[src/rtl/ram_shim_pkg.sv]
// ram_shim_pkg: definitions shared by the raster RAM shims (read and write).
//   - FSM state encodings IDLE/LOW/HIGH/DONE
//   - default per-word address stride
//   - address-formation helper: base + zero-extended byte offset
// No ports; the writer reuses the same package.
package ram_shim_pkg;

    localparam logic [1:0] ST_IDLE = 2'd0;
    localparam logic [1:0] ST_LOW  = 2'd1;
    localparam logic [1:0] ST_HIGH = 2'd2;
    localparam logic [1:0] ST_DONE = 2'd3;

    // Byte offset advance per RAM word; equals the writer's stride.
    localparam int ADDR_STEP_DEFAULT = 8;

    // Both shims form addresses the same way.
    // Callers widen the base and offset to 64 bits and then truncate the
    // result to their own bus width.
    function automatic logic [63:0] shim_addr(input logic [63:0] base,
                                              input logic [63:0] offset);
        return base + offset;
    endfunction

endpackage

[src/rtl/ram_read_shim_if.sv]
// ram_read_shim_if: bundles the consumer handshake and the RAM read port.
//   Consumer side: fetch, rewind (in); data, finished (out)
//   RAM side:      addr, read (out); word, valid (in)
//   sign_err exists only when RAM_SIGN_CHECK_EN is defined.
// modport master is the shim; modport slave is the consumer and the RAM.
interface ram_read_shim_if #(
    parameter int DAT_WID  = 24,
    parameter int RAM_WORD = 16,
    parameter int RAM_WID  = 32
);
    logic                       fetch;
    logic                       rewind;
    logic signed [DAT_WID-1:0]  data;
    logic                       finished;
    logic [RAM_WID-1:0]         addr;
    logic                       read;
    logic [RAM_WORD-1:0]        word;
    logic                       valid;
`ifdef RAM_SIGN_CHECK_EN
    logic                       sign_err;
`endif

    modport master (
        input  fetch, rewind, word, valid,
`ifdef RAM_SIGN_CHECK_EN
        output sign_err,
`endif
        output data, finished, addr, read
    );

    modport slave (
        output fetch, rewind, word, valid,
`ifdef RAM_SIGN_CHECK_EN
        input  sign_err,
`endif
        input  data, finished, addr, read
    );

endinterface

[src/rtl/ram_read_shim.sv]
// ram_read_shim: fetches two consecutive RAM words (low word first) from a
// linear buffer at BASE_ADDR and reassembles them into one signed sample.
//   clk   - system clock
//   rst_n - synchronous reset, active-low
//   bus   - ram_read_shim_if.master (fetch/rewind/data/finished,
//           addr/read/word/valid, optional sign_err)
// The RAM_SIGN_CHECK_EN macro enables a sticky check that each high word is
// a valid sign extension of the sample.
//
// state | meaning
// IDLE  | waiting for fetch; rewind zeroes the offset
// LOW   | read request for the low word is outstanding
// HIGH  | one gap cycle, then read request for the high word is outstanding
// DONE  | sample is valid; wait for fetch to drop
module ram_read_shim
    import ram_shim_pkg::*;
#(
    parameter int                 RAM_WID      = 32,
    parameter logic [RAM_WID-1:0] BASE_ADDR    = RAM_WID'(32'h0100_0000),
    parameter int                 MAX_BYTE_WID = 13,
    parameter int                 DAT_WID      = 24,
    parameter int                 RAM_WORD     = 16,
    parameter int                 ADDR_STEP    = ADDR_STEP_DEFAULT
) (
    input  logic             clk,
    input  logic             rst_n,
    ram_read_shim_if.master  bus
);

    localparam int HI_WID = DAT_WID - RAM_WORD;
    localparam logic [MAX_BYTE_WID-1:0] STEP = MAX_BYTE_WID'(ADDR_STEP);

    logic [1:0]                state;
    logic [MAX_BYTE_WID-1:0]   offset;
    logic [RAM_WORD-1:0]       low_word;
    logic signed [DAT_WID-1:0] data_q;
    logic                      read_q;
    logic                      finished_q;

`ifdef RAM_SIGN_CHECK_EN
    // The sample's sign bit and every bit above it in the high word must agree.
    localparam int SX_WID = RAM_WORD - HI_WID + 1;
    logic              sign_err_q;
    logic [SX_WID-1:0] sx_bits;
    logic              sx_bad;

    assign sx_bits      = bus.word[RAM_WORD-1:HI_WID-1];
    assign sx_bad       = !((&sx_bits) || !(|sx_bits));
    assign bus.sign_err = sign_err_q;
`endif

    // The offset wraps silently, which keeps addr inside the buffer.
    always_ff @(posedge clk) begin
        if (!rst_n) begin
            state      <= ST_IDLE;
            offset     <= '0;
            low_word   <= '0;
            data_q     <= '0;
            read_q     <= 1'b0;
            finished_q <= 1'b0;
`ifdef RAM_SIGN_CHECK_EN
            sign_err_q <= 1'b0;
`endif
        end else begin
            case (state)
                ST_IDLE: begin
                    if (bus.rewind) begin
                        offset <= '0;
`ifdef RAM_SIGN_CHECK_EN
                        sign_err_q <= 1'b0;
`endif
                    end else if (bus.fetch) begin
                        read_q <= 1'b1;
                        state  <= ST_LOW;
                    end
                end
                ST_LOW: begin
                    if (read_q && bus.valid) begin
                        low_word <= bus.word;
                        read_q   <= 1'b0;
                        offset   <= offset + STEP;
                        state    <= ST_HIGH;
                    end
                end
                ST_HIGH: begin
                    if (!read_q) begin
                        // The RAM port requires one idle cycle between requests.
                        read_q <= 1'b1;
                    end else if (bus.valid) begin
                        data_q     <= {bus.word[HI_WID-1:0], low_word};
                        read_q     <= 1'b0;
                        offset     <= offset + STEP;
                        finished_q <= 1'b1;
                        state      <= ST_DONE;
`ifdef RAM_SIGN_CHECK_EN
                        if (sx_bad) sign_err_q <= 1'b1;
`endif
                    end
                end
                ST_DONE: begin
                    if (!bus.fetch) begin
                        finished_q <= 1'b0;
                        state      <= ST_IDLE;
                    end
                end
                default: state <= ST_IDLE;
            endcase
        end
    end

    assign bus.addr     = RAM_WID'(shim_addr(64'(BASE_ADDR), 64'(offset)));
    assign bus.read     = read_q;
    assign bus.data     = data_q;
    assign bus.finished = finished_q;

endmodule

[src/flat_wrapper.sv]
// flat-port wrapper written by rule: the top's interface ports become plain ports
module ram_read_shim_flat import ram_shim_pkg::*;
#(
    parameter int                 RAM_WID      = 32,
    parameter logic [RAM_WID-1:0] BASE_ADDR    = RAM_WID'(32'h0100_0000),
    parameter int                 MAX_BYTE_WID = 13,
    parameter int                 DAT_WID      = 24,
    parameter int                 RAM_WORD     = 16,
    parameter int                 ADDR_STEP    = ADDR_STEP_DEFAULT
)
  (clk, rst_n, bus_fetch, bus_rewind, bus_word, bus_valid, bus_data, bus_finished, bus_addr, bus_read);
  ram_read_shim_if #(.DAT_WID(DAT_WID), .RAM_WORD(RAM_WORD), .RAM_WID(RAM_WID)) bus_i ();
  input  logic clk;
  input  logic rst_n;
  input wire logic [$bits(bus_i.fetch)-1:0] bus_fetch;
  input wire logic [$bits(bus_i.rewind)-1:0] bus_rewind;
  input wire logic [$bits(bus_i.word)-1:0] bus_word;
  input wire logic [$bits(bus_i.valid)-1:0] bus_valid;
  output wire logic [$bits(bus_i.data)-1:0] bus_data;
  output wire logic [$bits(bus_i.finished)-1:0] bus_finished;
  output wire logic [$bits(bus_i.addr)-1:0] bus_addr;
  output wire logic [$bits(bus_i.read)-1:0] bus_read;
  assign bus_i.fetch = bus_fetch;
  assign bus_i.rewind = bus_rewind;
  assign bus_i.word = bus_word;
  assign bus_i.valid = bus_valid;
  assign bus_data = bus_i.data;
  assign bus_finished = bus_i.finished;
  assign bus_addr = bus_i.addr;
  assign bus_read = bus_i.read;
  ram_read_shim #(.RAM_WID(RAM_WID), .BASE_ADDR(BASE_ADDR), .MAX_BYTE_WID(MAX_BYTE_WID), .DAT_WID(DAT_WID), .RAM_WORD(RAM_WORD), .ADDR_STEP(ADDR_STEP)) u_core (.clk(clk), .rst_n(rst_n), .bus(bus_i));
endmodule
[config.mk]
export PLATFORM = sky130hd
export DESIGN_NAME = ram_read_shim_flat
export DESIGN_NICKNAME = d
export VERILOG_FILES = /design/src/rtl/ram_shim_pkg.sv /design/src/rtl/ram_read_shim_if.sv /design/src/rtl/ram_read_shim.sv /design/src/flat_wrapper.sv
export SDC_FILE = /design/constraint.sdc
export NUM_CORES = 1
export LEC_CHECK = 0
export BUFFER_PORTS_ARGS = -buffer_cell sky130_fd_sc_hd__buf_4
export CAP_MARGIN = 20
export CORE_MARGIN = 5
export CORE_UTILIZATION = 54
export DETAILED_ROUTE_END_ITERATION = 10
export PLACE_DENSITY = 0.85
export SLEW_MARGIN = 20
export SYNTH_ARGS = -nofsm -noshare
export SYNTH_HDL_FRONTEND = slang
export SYNTH_SLANG_ARGS = --single-unit
[constraint.sdc]
create_clock -name clk -period 5 [get_ports clk]
set_input_delay 0.75 -clock clk [delete_from_list [all_inputs] [get_ports clk]]
set_output_delay 0.75 -clock clk [all_outputs]
set_load 0.02 [all_outputs]
# After elaboration in Yosys (flattened, before gate mapping)
# Index checks and enable logic that the tools add are counted.
# W data, S select, Z words.
[totals]
in_bits = 21
mem_bits_rw = 0
out_inout_bits = 58
n_memories = 0
register_bits = 57
romBits = 0
latch_bits = 0
[classes]
n_reduce_logical = 10
n_shift = 0
order_cmp = 0
bitwise_logic = 0
mux = 22
n_eq_ne = 10
n_addsub = 2
div = 0
multipliers = 0
[op_table]
columns = ["operator", "count"]
rows = [
  ["$mux W13", 4],
  ["$pmux W13 S3", 1],
  ["$add A25 B13 Y26 const A", 1],
  ["$add A13 B4 Y13 const B", 1],
  ["$mux W2", 6],
  ["$ne A2 B2 Y1 const B", 5],
  ["$mux W1", 8],
  ["$pmux W2 S4", 1],
  ["$reduce_and A4 Y1", 2],
  ["$reduce_and A6 Y1", 1],
  ["$reduce_and A5 Y1", 1],
  ["$eq A2 B2 Y1 const B", 2],
  ["$ne A2 B1 Y1 const B", 2],
  ["$pmux W1 S3", 1],
  ["$reduce_and A3 Y1", 1],
  ["$reduce_bool A3 Y1", 1],
  ["$eq A2 B1 Y1 const B", 1],
  ["$logic_not A2 Y1", 1],
  ["$pmux W1 S2", 1],
  ["$reduce_and A2 Y1", 1],
  ["$reduce_bool A2 Y1", 1],
  ["$logic_and A1 B1 Y1", 1],
]

# Longest topological paths before layout
# Gate-level depths: netlist of the first run.
[logic_depth]
ltp_word = 4
ltp_mapped = 7
ltp_nobuf = 6

# Worst setup path after synthesis of the first run
# Ideal clock, no wire load.
[synth_timing]
path_type = "register to register"
start = "register u_core.state[0]"
end = "register u_core.offset[12]"
n_path_buf = 1
path_slack_ns = 2.962
period_less_slack_ns = 2.038
arrival_ns = 1.966
stages_incl_launch_ff = 8
cell_sequence = "dfxtp_1 > inv_1 > ha_1 > nor2b_1 > buf_1 > or4_4 > or3_1 > a21oi_1"
[synth_between]
elab_chain_len = 3
word_cells_on_any_way = 10
[synth_rtl]
columns = ["element", "line_no", "source"]
rows = [
  ["start, declared", "ram_read_shim.sv:33", "logic [1:0] state;"],
  ["start signal, assigned", "ram_read_shim.sv:55", "state <= ST_IDLE;"],
  ["start signal, assigned", "ram_read_shim.sv:74", "state <= ST_LOW;"],
  ["start signal, assigned", "ram_read_shim.sv:82", "state <= ST_HIGH;"],
  ["$eq A2 B2 Y1, or another cell as far along", "ram_read_shim.sv:65", "case (state)"],
  ["$ne A2 B1 Y1 (no line), or another cell as far along", "-", ""],
  ["$reduce_and A5 Y1 (no line)", "-", ""],
  ["end signal, assigned", "ram_read_shim.sv:81", "offset <= offset + STEP;"],
  ["end signal, assigned", "ram_read_shim.sv:92", "offset <= offset + STEP;"],
  ["end, declared", "ram_read_shim.sv:34", "logic [MAX_BYTE_WID-1:0] offset;"],
]
# Parallel ways exist; a longest one is shown, timed or not.
# A chain may end at the register's enable or synchronous reset.

# Final worst setup path of the first run
# Same ends and word-level chain as after synthesis.

==> results.md, run 1 <==
Critical path:
- Along the worst path, the maximum fanout reaches 8.
- Traced cell by cell, the critical path runs through inv_1 -> ha_1 -> a2bb2oi_2 -> or4_4 -> or3_1 -> a21oi_1.
- The worst setup path is launched from a register.
- The required time reported for the critical path endpoint is 5.22 ns.
- The slowest cell on the critical path is sky130_fd_sc_hd__or4_4.
- The critical path arrival is 2.50 ns.
- The type of destination of the critical path is a register.
- The type of the worst setup path is reg -> reg.
- For this run, the slowest stage of the critical path takes 0.60 ns.

Global routing:
- Global routing used 17.24% of the available tracks across all layers.
- The remaining global-route overflow is 0.
- Entering global routing, the biggest net connects 48 pins.
- met2 is the most crowded layer.
- The number of global-route vias before repair is 1902.
- For this run, global-route usage on met3 was measured as 5.035%.
- The wire length of the first global-routing pass is 8680 µm.
- Global routing used 29.12% of the available met2 tracks.
- The number of antenna violations at the first check in global routing is 0.
- For this run, global-route usage on met1 was measured as 21.57%.

Detailed routing:
- After detailed routing, the total wire length is 5171 µm.
- For this block, the via count after detailed routing is 1983.
- The number of nets with antenna violations after detailed routing is 0.
- After detailed routing, the number of vias per cell comes to 5.111.
- The first detailed-routing pass ran for 4 iterations.
- The average routed wire per standard cell is 13.33 µm.
- The violation count after the first detailed-route iteration is 106.
- For this run, design rule violations remaining after detail routing come to 0.

Yosys:
- Yosys printed 0 warnings.
- The share of synthesized area occupied by flip-flops and latches is 44.61%.
- The synthesized design contains 54 register bits.
- The average size of a mapped cell is 8.386 µm².
- Synthesis handed over a netlist of 289 instances.
- After synthesis, the netlist uses 34 different library cells.
- After synthesis the cells add up to 2424 µm².

CTS:
- The clock edge transition at the registers on the reported setup and hold paths is 0.10 ns.
- The cell at the root of the clock tree is sky130_fd_sc_hd__clkbuf_8.
- The number of clock buffers added by TritonCTS is 5.
- The count of cells resized by post-cts repair is 0.
- The total number of clock tree sinks is 54.
- Clock latency on the worst-skew pair, taken at its later pin, is 0.30 ns.
- The number of buffers inserted to repair setup after CTS is 0.
- No sink is reached through more buffers than the 2 on the longest clock path.
- The number of levels the H-tree was split into is 2.
- Buffers inserted to repair hold after CTS numbered 0.
- The TritonCTS clock tree is yes.

Power:
- The net switching component of the power is 325.3 µW.
- The total power per unit cell area is 359.0 nW/µm².
- After layout, the design draws a total of 1031 µW.
- The net switching fraction of the power is 31.56%.
- The leakage power total is 0.001116 µW.
- The share of power burned in registers is 47.3%.
- Combinational logic burns 24.8% of the power.
- The share of total power dissipated in the clock network is 27.9%.
- Internal power comes to 705.5 µW.
- Across the VDD grid, the largest voltage drop is 0.0002135 V.

Die:
- The die covers 5928 µm².
- The die outline width is 77.00 µm.
- After floorplanning, the core was divided into 24 placement rows.
- The die is 77.00 µm tall.
- In this run the count of I/O pins placed on the die edge is 79.
- The core region is 4354 µm².
- For this configuration, the core starts out at a cell density of 55.66%.

Timing:
- The normalized max-slew margin is 34.66%.
- For the pin with the worst max-slew slack, the measured transition is 0.9694 ns.
- The final-report hold violation count is 0.
- Clock skew on the completed layout was measured at 0.009962 ns.
- The minimum clock period after layout is 2.272 ns.
- The final clock period utilization by the worst path is 45.45%.
- The number of setup violations in the final report is 0.
- Adding up every negative setup slack in the final design gives 0 ns.
- For this run, the top clock speed supported by timing is 440.1 MHz.
- Setup repair after global routing left no endpoint under its margin.
- The number of pins exceeding their max-slew limit in the final report is 0.

Layout:
- Counting the fill cells in the layout gives 387.
- The layout-stage area growth over the synthesis result is 18.48%.
- The net count of the finished layout is 363.
- The final instance area is 2872 µm².
- For this run, the number of standard cells in the final layout without fillers is 388.
- The multi-input combinational cells in the finished layout cover a total of 1184 µm².
- The area occupied by registers is 1081 µm².
- The fraction of layout cells with a size suffix above 1 is 19.64%.
- The count of antenna diodes in the layout is 0.

Flow run:
- The tool flagged a number of max-cap violations equal to 0.

Outcome:
- The run finished with clean final reports.

Placement:
- The half-perimeter wire length after placement is 3600 µm.
- The congestion estimate from routability-driven global placement came to 0.8648.
- The instance area after placement is 2761 µm².
- Port buffering added 56 buffers.
- The number of placed instances, taps included, is 380.

Hold path:
- The min-delay analysis places its worst path in the category reg -> reg.
==> cell type report <==
type                            count  share of cell area, %
Timing Repair Buffer               56                  14.64
Inverter                            3                 0.3922
Clock buffer                        6                  2.527
Sequential cell                    54                  37.65
Multi-Input combinational cell    215                  41.22
Clock inverter                      2                  1.307
Tap cell                           52                  2.266
==> cell families (layout without fill, tap and decap cells) <==
kind of cell / count (synthesis) / after routing / share of synthesized area (%)
and+or+nand+nor: 117 / 117 / 20.80
buffers and inverters: 40 / 67 / 9.654
xor gates and xnor gates: 5 / 5 / 1.807
adders and majority gates: 7 / 7 / 3.614
AOI/OAI and AO/OA: 63 / 63 / 18.79
DFF: 54 / 54 / 44.61
muxes: 1 / 1 / 0.4130
other: 2 / 22 / 0.3099
==> worst max-delay path, delay by kind of cell, from the launching register on <==
family	cells	cell delay (ns)
buf+inv	1	0.11
fa+ha+maj	1	0.29
compound gates	2	0.39
flops	1	0.42
simple gates	2	0.98
==> power groups by stage <==
| stage | clock network [µW] | registers (µW) | logic (µW) |
|---|---|---|---|
| 6_report | 288 | 488 | 255 |
| 5_1_grt | 313 | 494 | 284 |
| 4_1_cts | 294 | 487 | 256 |
| 3_5_place_dp | 0 | 497 | 255 |
| 3_3_place_gp | 0 | 495 | 246 |
| 2_1_floorplan | 0 | 499 | 196 |
==> sequential cells by signal, summed over array words and instances, names as in the netlist <==
register             cells
u_core.bus.data         24
u_core.bus.finished      1
u_core.bus.read          1
u_core.low_word         16
u_core.offset           10
u_core.state             2
==> worst paths after layout <==
kind | from | endpoint | slack [ns] | cells after the start
setup / recovery | u_core.state[0] | u_core.offset[12] | 2.73 | 6
hold / removal | u_core.bus.data[8] | u_core.bus.data[8] | 0.47 | 2
setup reg to reg | u_core.state[0] | u_core.offset[12] | 2.73 | 6
hold reg to reg | u_core.bus.data[8] | u_core.bus.data[8] | 0.47 | 2
==> synthesized netlist by cell type <==
cell / number / share of area (%)
sky130_fd_sc_hd__conb_1: 2 / 0.31
sky130_fd_sc_hd__nor3_1: 2 / 0.41
sky130_fd_sc_hd__a2bb2oi_2: 1 / 0.62
sky130_fd_sc_hd__mux2i_1: 1 / 0.41
sky130_fd_sc_hd__a21oi_1: 7 / 1.4
sky130_fd_sc_hd__and3_1: 2 / 0.52
sky130_fd_sc_hd__or4_4: 1 / 0.46
sky130_fd_sc_hd__nand2b_1: 4 / 1.0
sky130_fd_sc_hd__o211ai_1: 1 / 0.31
sky130_fd_sc_hd__nand3_1: 5 / 1.0
sky130_fd_sc_hd__buf_1: 1 / 0.15
sky130_fd_sc_hd__a21boi_0: 42 / 13
sky130_fd_sc_hd__clkbuf_1: 13 / 2.0
sky130_fd_sc_hd__o21a_1: 1 / 0.31
sky130_fd_sc_hd__or4b_1: 1 / 0.41
sky130_fd_sc_hd__nor4_1: 2 / 0.52
sky130_fd_sc_hd__nor2b_1: 1 / 0.26
sky130_fd_sc_hd__xor2_1: 1 / 0.36
sky130_fd_sc_hd__o21ai_0: 7 / 1.4
sky130_fd_sc_hd__a211o_1: 1 / 0.36
sky130_fd_sc_hd__buf_4: 22 / 6.8
sky130_fd_sc_hd__or3_1: 4 / 1.0
sky130_fd_sc_hd__nand4_1: 2 / 0.52
sky130_fd_sc_hd__dfxtp_1: 54 / 45
sky130_fd_sc_hd__o41ai_2: 1 / 0.67
sky130_fd_sc_hd__a31oi_1: 1 / 0.26
sky130_fd_sc_hd__inv_1: 3 / 0.46
sky130_fd_sc_hd__a221oi_1: 1 / 0.36
sky130_fd_sc_hd__nand2_1: 86 / 13
sky130_fd_sc_hd__xnor2_1: 4 / 1.4
sky130_fd_sc_hd__ha_1: 7 / 3.6
sky130_fd_sc_hd__and4_1: 1 / 0.36
sky130_fd_sc_hd__buf_2: 1 / 0.21
sky130_fd_sc_hd__nor2_1: 6 / 0.93
==> cells in the final DEF, fill, tap and decap left out, types with 2 or more instances in the layout <==
| cell | Yosys | routed |
|---|---|---|
| sky130_fd_sc_hd__nand2_1 | 86 | 86 |
| sky130_fd_sc_hd__buf_4 | 22 | 56 |
| sky130_fd_sc_hd__dfxtp_1 | 54 | 54 |
| sky130_fd_sc_hd__a21boi_0 | 42 | 42 |
| sky130_fd_sc_hd__conb_1 | 2 | 22 |
| sky130_fd_sc_hd__o21ai_0 | 7 | 7 |
| sky130_fd_sc_hd__a21oi_1 | 7 | 7 |
| sky130_fd_sc_hd__ha_1 | 7 | 7 |
| sky130_fd_sc_hd__nor2_1 | 6 | 6 |
| sky130_fd_sc_hd__nand3_1 | 5 | 5 |
| sky130_fd_sc_hd__clkbuf_8 | 0 | 5 |
| sky130_fd_sc_hd__nand2b_1 | 4 | 4 |
| sky130_fd_sc_hd__or3_1 | 4 | 4 |
| sky130_fd_sc_hd__xnor2_1 | 4 | 4 |
| sky130_fd_sc_hd__inv_1 | 3 | 3 |
| sky130_fd_sc_hd__and3_1 | 2 | 2 |
| sky130_fd_sc_hd__nand4_1 | 2 | 2 |
| sky130_fd_sc_hd__nor4_1 | 2 | 2 |
| sky130_fd_sc_hd__nor3_1 | 2 | 2 |
==> routing by layer <==
layer	up-vias	wire (µm)
met4	0	55
met1	907	2377
met5	-	0
met3	5	337
met2	68	2400
li1	1003	-
==> metrics by stage <==
stage,hold slack (ns),utilization (%),worst slack (ns)
floorplan,0.4412,-,2.962
global placement,0.4468,63.42,2.877
detailed placement,0.4569,63.42,2.779
CTS,0.4703,65.95,2.756
global route,0.4880,65.95,2.608
finish,0.4663,65.95,2.728
Power figures use the tool's default switching activity.
==> run 2, diff against run 1 <==
--- a/config.mk
+++ b/config.mk
@@ -8,9 +8,9 @@
 export BUFFER_PORTS_ARGS = -buffer_cell sky130_fd_sc_hd__buf_4
 export CAP_MARGIN = 20
 export CORE_MARGIN = 5
-export CORE_UTILIZATION = 54
+export CORE_UTILIZATION = 50
 export DETAILED_ROUTE_END_ITERATION = 10
-export PLACE_DENSITY = 0.85
+export PLACE_DENSITY = 0.8
 export SLEW_MARGIN = 20
 export SYNTH_ARGS = -nofsm -noshare
 export SYNTH_HDL_FRONTEND = slang
==> constraint.sdc (replaced) <==
create_clock -name clk -period 2.3 [get_ports clk]
set_input_delay 0.345 -clock clk [delete_from_list [all_inputs] [get_ports clk]]
set_output_delay 0.345 -clock clk [all_outputs]
set_load 0.02 [all_outputs]
==> results.md, run 2 (synthesis gave the netlist of run 1 again) <==
Global routing:
- The met1 capacity usage during global routing is 21.67% (+0.10 points).
- The pin count of the biggest net entering global routing is 48 (unchanged).
- The number of global-route vias before repair is 1877 (-1.3%).
- The met3 layer usage reported by global route is 4.628% (-0.41 points).
- In this run the most used layer during global routing was met2.
- The number of antenna violations at the first check in global routing is 0 (unchanged).
- The fraction of met2 tracks used by global routing is 27.30% (-1.8 points).
- The remaining global-route overflow is 0 (unchanged).
- The wire length of the first global-routing pass is 8528 µm (-1.8%).
- The overall track demand over capacity in global routing is 16.82% (-0.41 points).

Critical path:
- The internal reg-to-reg setup slack is 0.16 ns (-2.57 ns).
- The termination of the worst setup path is u_core.offset[12].
- STA classifies the critical path endpoint as a register.
- The critical path arrival is 2.39 ns (-0.11 ns).
- The critical path is of the reg -> reg type.
- The worst setup path startpoint is u_core.state[0].
- The required time reported for the critical path endpoint is 2.54 ns (-2.68 ns).
- The reg-to-reg startpoint is u_core.state[0].
- The depth of the most critical reg-to-reg path is 6 (unchanged).
- STA classifies the critical path startpoint as a register.
- The endpoint identified for the worst register-to-register timing path is u_core.offset[12].
- The maximum net fanout on the critical path is 8 (unchanged).

Detailed routing:
- The average routed wire per standard cell is 12.53 µm (-6.0%).
- The via density per instance is 4.835 (-5.4%).
- The violation count after the first detailed-route iteration is 115 (+8.5%).
- The number of nets with antenna violations after detailed routing came to 0 (unchanged).
- The final routed wirelength across all metal layers is 5099 µm (-1.4%).
- The detailed-route via count is 1968 (-0.76%).
- The detailed-routing iteration count for the pre-antenna-repair pass is 4 (unchanged).
- The detailed-route DRC error count is 0 (unchanged).

Placement:
- The half-perimeter wire length after placement came to 3587 µm (-0.36%).
- The count of buffers inserted at the top-level ports was 56 (unchanged).
- The final estimated routing congestion in global placement is 0.8719 (+0.82%).
- The total instance count after detailed placement came to 399 (+5.0%).

CTS:
- The total of hold buffers inserted after clock tree synthesis came to 0 (unchanged).
- The clock edge transition at the registers on the reported setup and hold paths is 0.10 ns (about the same).
- The TritonCTS clock tree is yes.
- The clock buffer count from CTS is 5 (unchanged).
- The maximum number of buffers from clock root to sink is 2 (unchanged).
- The total number of clock tree sinks is 54 (unchanged).
- The number of levels the H-tree was split into is 2 (unchanged).
- The clock latency reported for the late side of the worst-skew pair is 0.31 ns (about the same).
- The cell at the root of the clock tree is sky130_fd_sc_hd__clkbuf_8.

Layout:
- The area occupied by multi-input gates came to 1184 µm² (unchanged).
- The count of antenna diodes in the layout is 0 (unchanged).
- The number of filler instances in the final layout is 439 (+13%).
- The area occupied by registers came to 1082 µm² (+0.12%).
- The layout-stage area growth over the synthesis result is 21.01%.
- Leaving out fill and tap cells, the most frequent cell in the layout is sky130_fd_sc_hd__nand2_1.
- The fraction of layout cells with a size suffix above 1 is 21.18% (+1.5 points).
- The final cell count without fillers is 407 (+4.9%).
- The final-stage net count came to 367 (+1.1%).
- The number of flip-flops under the largest register name was 24 (unchanged).
- The library cells used most frequently in the layout, excluding fill and tap cells, are sky130_fd_sc_hd__nand2_1, sky130_fd_sc_hd__buf_4, sky130_fd_sc_hd__dfxtp_1, sky130_fd_sc_hd__a21boi_0, sky130_fd_sc_hd__conb_1.

Power:
- The post-route total power was 2304 µW (+120%).
- The share of power burned in registers was 45.3% (-2.0 points).
- The portion of total power attributed to combinational logic is 25.7% (+0.9 points).
- The internal power of the cells is 1591 µW (+130%).
- The net switching fraction of the power is 30.98% (-0.58 points).
- The net switching component of the power is 713.9 µW (+120%).
- The worst ir drop on vdd is 0.0004050 V (+90%).
- The leakage power total is 0.001146 µW (+2.7%).
- The power share of the clock group was 29.0% (+1.1 points).
- The total power per unit cell area is 785.8 nW/µm² (+120%).

Timing:
- The post-route clock skew came to 0.009843 ns (-0.0001188 ns).
- The normalized max-slew margin is 54.03% (+19 points).
- The transition time at the pin with the least slew margin was 0.6876 ns (-0.2819 ns).
- Setup repair after global routing left no endpoint under its margin.
- The final total negative setup slack came to 0 ns (unchanged).
- The final-report hold violation count came to 0 (unchanged).
- The minimum clock period after layout was 2.145 ns (-0.1274 ns).
- The final clock period utilization by the worst path is 93.26% (+48 points).
- The number of setup violations in the final report is 0 (unchanged).
- The number of pins exceeding their max-slew limit in the final report is 0 (unchanged).
- The fmax is 466.2 MHz (+5.9%).

Hold path:
- The worst hold path depth came to 3 (+1).
- In this run the worst hold path is classified as in -> reg.

Die:
- The row count is 25 (+4.2%).
- The die outline area was 6339 µm² (+6.9%).
- The core region area came to 4723 µm² (+8.5%).
- The height of the chip came to 79.62 µm (+3.4%).
- The effective utilization at floorplan is 51.31% (-4.3 points).
- The number of top-level pins is 79 (unchanged).
- The die outline width is 79.62 µm (+3.4%).

Flow run:
- The max capacitance violation total came to 0 (unchanged).

Outcome:
- The flow ran to the end, and the final reports show no timing, DRC or antenna violations.
run 2: cell count changes in the layout (fill, tap and decap cells not counted):
| cell | delta |
|---|---|
| sky130_fd_sc_hd__dfxtp_2 | +1 |
| sky130_fd_sc_hd__buf_4 | +4 |
| sky130_fd_sc_hd__clkbuf_1 | -1 |
| sky130_fd_sc_hd__dfxtp_1 | -1 |
| sky130_fd_sc_hd__clkinvlp_4 | -1 |
| sky130_fd_sc_hd__clkbuf_8 | +1 |
| sky130_fd_sc_hd__inv_6 | +1 |
run 2: layer usage:
layer	part of all wire (%)	vias to the layer above
met5	0	-
met4	1.1	0
met3	7.3	6
met2	50	58
met1	42	897
li1	-	1007
run 2: repair_timing:
action                                 in CTS  in global routing
endpoints found under the hold margin       0                  0
setup endpoints to repair                   0                  2
gates resized for setup                     0                  1
buffers inserted                            0                  0
run 2: final cells by class:
class,instances,share of cell area (%)
clock buffer,6,2.816
clock inverter,2,1.323
inverter,3,0.3840
multi-input combinational,215,40.36
sequential,54,36.90
tap,67,2.858
timing repair buffer,60,15.36
run 2: worst min path at each step:
stage                              from                   to  slack [ns]
floorplan           u_core.low_word[10]  u_core.bus.data[10]        0.44
global placement     u_core.low_word[4]   u_core.bus.data[4]        0.45
detailed placement   u_core.low_word[5]   u_core.bus.data[5]        0.46
CTS                         bus_word[1]   u_core.low_word[1]        0.28
global route               bus_word[12]  u_core.low_word[12]        0.28
finish                      bus_word[1]   u_core.low_word[1]        0.29
run 2: worst max-delay path, cell delays in order (launching register included):
cell and delay (ns):
sky130_fd_sc_hd__dfxtp_2 0.38, sky130_fd_sc_hd__inv_1 0.09, sky130_fd_sc_hd__ha_1 0.27, sky130_fd_sc_hd__a2bb2oi_2 0.23, sky130_fd_sc_hd__or4_4 0.59, sky130_fd_sc_hd__or3_1 0.36, sky130_fd_sc_hd__a21oi_1 0.15
run 2: power groups by stage:
stage	Clock [µW]	Combinational [µW]	Sequential, µW
finish	668	592	1040
global route	733	652	1060
CTS	689	595	1040
detailed placement	0	592	1060
global placement	0	581	1060
floorplan	0	427	1090
run 2: stage by stage:
step | hold WS, ns | setup slack [ns] | cell area (µm²) | util (%)
final | 0.2910 | 0.1551 | 2933 | 62.09
after global routing | 0.2820 | 0.04700 | 2933 | 62.09
after CTS | 0.2816 | 0.08909 | 2932 | 62.07
after detailed placement | 0.4556 | 0.1047 | 2810 | 59.50
after global placement | 0.4477 | 0.2182 | 2810 | 59.50
after floorplan | 0.4412 | 0.2624 | 2499 | -
==> run 3, diff against run 2 <==
--- a/config.mk
+++ b/config.mk
@@ -7,10 +7,11 @@
 export LEC_CHECK = 0
 export BUFFER_PORTS_ARGS = -buffer_cell sky130_fd_sc_hd__buf_4
 export CAP_MARGIN = 20
-export CORE_MARGIN = 5
-export CORE_UTILIZATION = 50
+export CORE_MARGIN = 1.5
+export CORE_UTILIZATION = 45
+export CTS_BUF_LIST = sky130_fd_sc_hd__clkbuf_8 sky130_fd_sc_hd__clkbuf_16
 export DETAILED_ROUTE_END_ITERATION = 10
-export PLACE_DENSITY = 0.8
+export PLACE_DENSITY = 0.73
 export SLEW_MARGIN = 20
 export SYNTH_ARGS = -nofsm -noshare
 export SYNTH_HDL_FRONTEND = slang
==> results.md, run 3 (synthesis gave the netlist of run 1 again) <==
Outcome:
- The flow ran to the end, and the final reports show no timing, DRC or antenna violations.

Layout:
- Leaving out fill and tap cells, the most frequent cells in the layout are sky130_fd_sc_hd__nand2_1, sky130_fd_sc_hd__buf_4, sky130_fd_sc_hd__dfxtp_1, sky130_fd_sc_hd__a21boi_0, sky130_fd_sc_hd__conb_1.
- The final cell count without fillers was 410 (+0.74%).
- The post-layout utilization of the core is 56.91% (-5.2 points).
- The count of antenna diodes in the layout is 0 (unchanged).
- The number of flip-flops under the largest register name is 24 (unchanged).
- The layout-stage area growth over the synthesis result is 20.70%.
- The most common cell after layout, fill and taps aside is sky130_fd_sc_hd__nand2_1.
- The final-stage net count is 367 (unchanged).
- The fraction of layout cells with a size suffix above 1 came to 20.88% (-0.29 points).

Critical path:
- The critical path arrival is 2.36 ns (-0.03 ns).
- The buffers plus inverters on the worst setup path was 1 (unchanged).
- The maximum net fanout on the critical path is 8 (unchanged).
- STA classifies the critical path endpoint as a register.
- The required time reported for the critical path endpoint is 2.54 ns (about the same).
- The delay of the slowest cell on the worst path was 0.60 ns (about the same).
- The kind of cell with the highest combined delay along the critical path is simple AND/OR/NAND/NOR gates.
- On the critical path, the stage with the largest delay is an instance of sky130_fd_sc_hd__or4_4.
- Traced cell by cell, the critical path runs through inv_1 -> ha_1 -> a2bb2oi_2 -> or4_4 -> or3_1 -> a21oi_1.
- The critical path is of the reg -> reg type.
- The startpoint class of the critical path is a register.

Detailed routing:
- The highest metal layer carrying signal wires in the routed design is met4.
- The average routed wire per standard cell is 11.45 µm (-8.6%).
- The detailed-routing iteration count for the pre-antenna-repair pass is 4 (unchanged).
- The detailed-route via count is 1956 (-0.61%).
- The violation count after the first detailed-route iteration is 125 (+8.7%).
- The length of routed met2 wiring was 2206 µm (-13%).
- The via density per instance is 4.771 (-1.3%).
- The total met3 wirelength after detailed routing is 297 µm (-20%).
- The number of nets with antenna violations after detailed routing was 0 (unchanged).
- The final routed wirelength across all metal layers was 4694 µm (-7.9%).
- The met1 wire length is 2165 µm (+1.5%).
- The detailed-route DRC error count is 0 (unchanged).

Power:
- The portion of total power attributed to combinational logic is 25.4% (-0.3 points).
- The total power per unit cell area came to 771.4 nW/µm² (-1.8%).
- The share of power burned in registers came to 47.0% (+1.7 points).
- The net switching fraction of the power is 31.16% (+0.18 points).
- The leakage power total is 0.001139 µW (-0.59%).
- The internal power of the cells is 1553 µW (-2.3%).
- The net switching component of the power is 703.2 µW (-1.5%).
- The post-route total power came to 2257 µW (-2.1%).
- The worst ir drop on vdd is 0.0004698 V (+16%).
- The power share of the clock group is 27.6% (-1.4 points).

Die:
- The number of top-level pins is 79 (unchanged).
- The effective utilization at floorplan is 47.15% (-4.2 points).
- The die outline width is 76.39 µm (-4.1%).
- The core region area is 5140 µm² (+8.8%).
- The height of the chip is 76.39 µm (-4.1%).
- The row count is 26 (+4.0%).
- The die outline area is 5835 µm² (-8.0%).

Placement:
- The count of buffers inserted at the top-level ports was 56 (unchanged).
- The final estimated routing congestion in global placement is 0.7700 (-12%).
- The total instance count after detailed placement came to 402 (+0.75%).
- The worst setup slack before clock tree synthesis is 0.1218 ns (+0.01707 ns).
- The half-perimeter wire length after placement is 3212 µm (-10%).

Timing:
- The post-route clock skew is 0.003556 ns (-0.006288 ns).
- The number of pins exceeding their max-slew limit in the final report is 0 (unchanged).
- Setup repair after global routing left no endpoint under its margin.
- The final-report hold violation count is 0 (unchanged).
- The final clock period utilization by the worst path came to 92.22% (-1.0 points).
- The number of setup violations in the final report is 0 (unchanged).
- The normalized max-slew margin is 56.94% (+2.9 points).
- The minimum clock period after layout is 2.121 ns (-0.02387 ns).
- The transition time at the pin with the least slew margin is 0.6442 ns (-0.04340 ns).
- The smallest setup slack after layout is 0.1790 ns (+0.02388 ns).
- The final total negative setup slack is 0 ns (unchanged).
- The fmax was 471.5 MHz (+1.1%).

Global routing:
- The remaining global-route overflow was 0 (unchanged).
- The wire length of the first global-routing pass came to 7831 µm (-8.2%).
- The number of global-route vias before repair is 1732 (-7.7%).
- The number of antenna violations at the first check in global routing came to 0 (unchanged).
- The pin count of the biggest net entering global routing is 48 (unchanged).
- The overall track demand over capacity in global routing was 16.58% (-0.24 points).

CTS:
- The clock edge transition at the registers on the reported setup and hold paths is 0.10 ns (about the same).
- The TritonCTS clock tree is yes.
- The maximum number of buffers from clock root to sink was 2 (unchanged).
- The clock buffer count from CTS came to 5 (unchanged).
- The clock latency reported for the late side of the worst-skew pair is 0.30 ns (about the same).
- In this run the clock root is driven by a sky130_fd_sc_hd__clkbuf_8.
- The total number of clock tree sinks is 54 (unchanged).
- The number of buffers inserted to repair setup after CTS was 0 (unchanged).
- The number of levels the H-tree was split into is 2 (unchanged).

Flow run:
- The max capacitance violation total is 0 (unchanged).

Hold path:
- The worst hold path belongs to the class in -> reg.
run 3: what timing repair did:
| item | in CTS | in global routing |
|---|---|---|
| hold buffers | 0 | 0 |
| endpoints found under the setup margin | 0 | 1 |
| resized for setup | 0 | 1 |
run 3: tightest hold or removal path, cell delays in order:
cell and delay [ns]:
sky130_fd_sc_hd__buf_4 0.11, sky130_fd_sc_hd__nand2_1 0.04, sky130_fd_sc_hd__a21boi_0 0.06
run 3: through the flow:
step | instance area (µm²) | hold slack [ns]
after floorplan | 2499 | 0.4412
after global placement | 2814 | 0.4491
after detailed placement | 2814 | 0.4564
after CTS | 2924 | 0.2852
after global routing | 2925 | 0.2830
final | 2925 | 0.2939
run 3: layer usage:
layer  track usage [%]  up-vias
met5                 0        -
met4             5.741        0
met3             5.269        2
met2             26.61       59
met1             21.01      886
li1                  -     1009
run 3: area by class of cell:
type,instances,area (µm²)
timing repair buffer,60,450.4
clock buffer,5,68.82
sequential,54,1082
clock inverter,3,41.29
tap,70,87.58
multi-input combinational,215,1184
inverter,3,11.26
fill,505,2215
run 3: power groups by stage:
stage                     combinational (µW)  clock, µW  sequential (µW)
after CTS                                574        638             1060
final                                    574        622             1060
after global routing                     648        678             1070
after detailed placement                 571          0             1080
after floorplan                          427          0             1090
after global placement                   568          0             1080
run 3: worst paths after layout:
path	start	endpoint	slack, ns	cells after the start
max	u_core.state[0]	u_core.offset[12]	0.18	6
max reg2reg	u_core.state[0]	u_core.offset[12]	0.18	6
min reg2reg	u_core.low_word[3]	u_core.bus.data[3]	0.47	2
min	bus_word[15]	u_core.low_word[15]	0.29	3
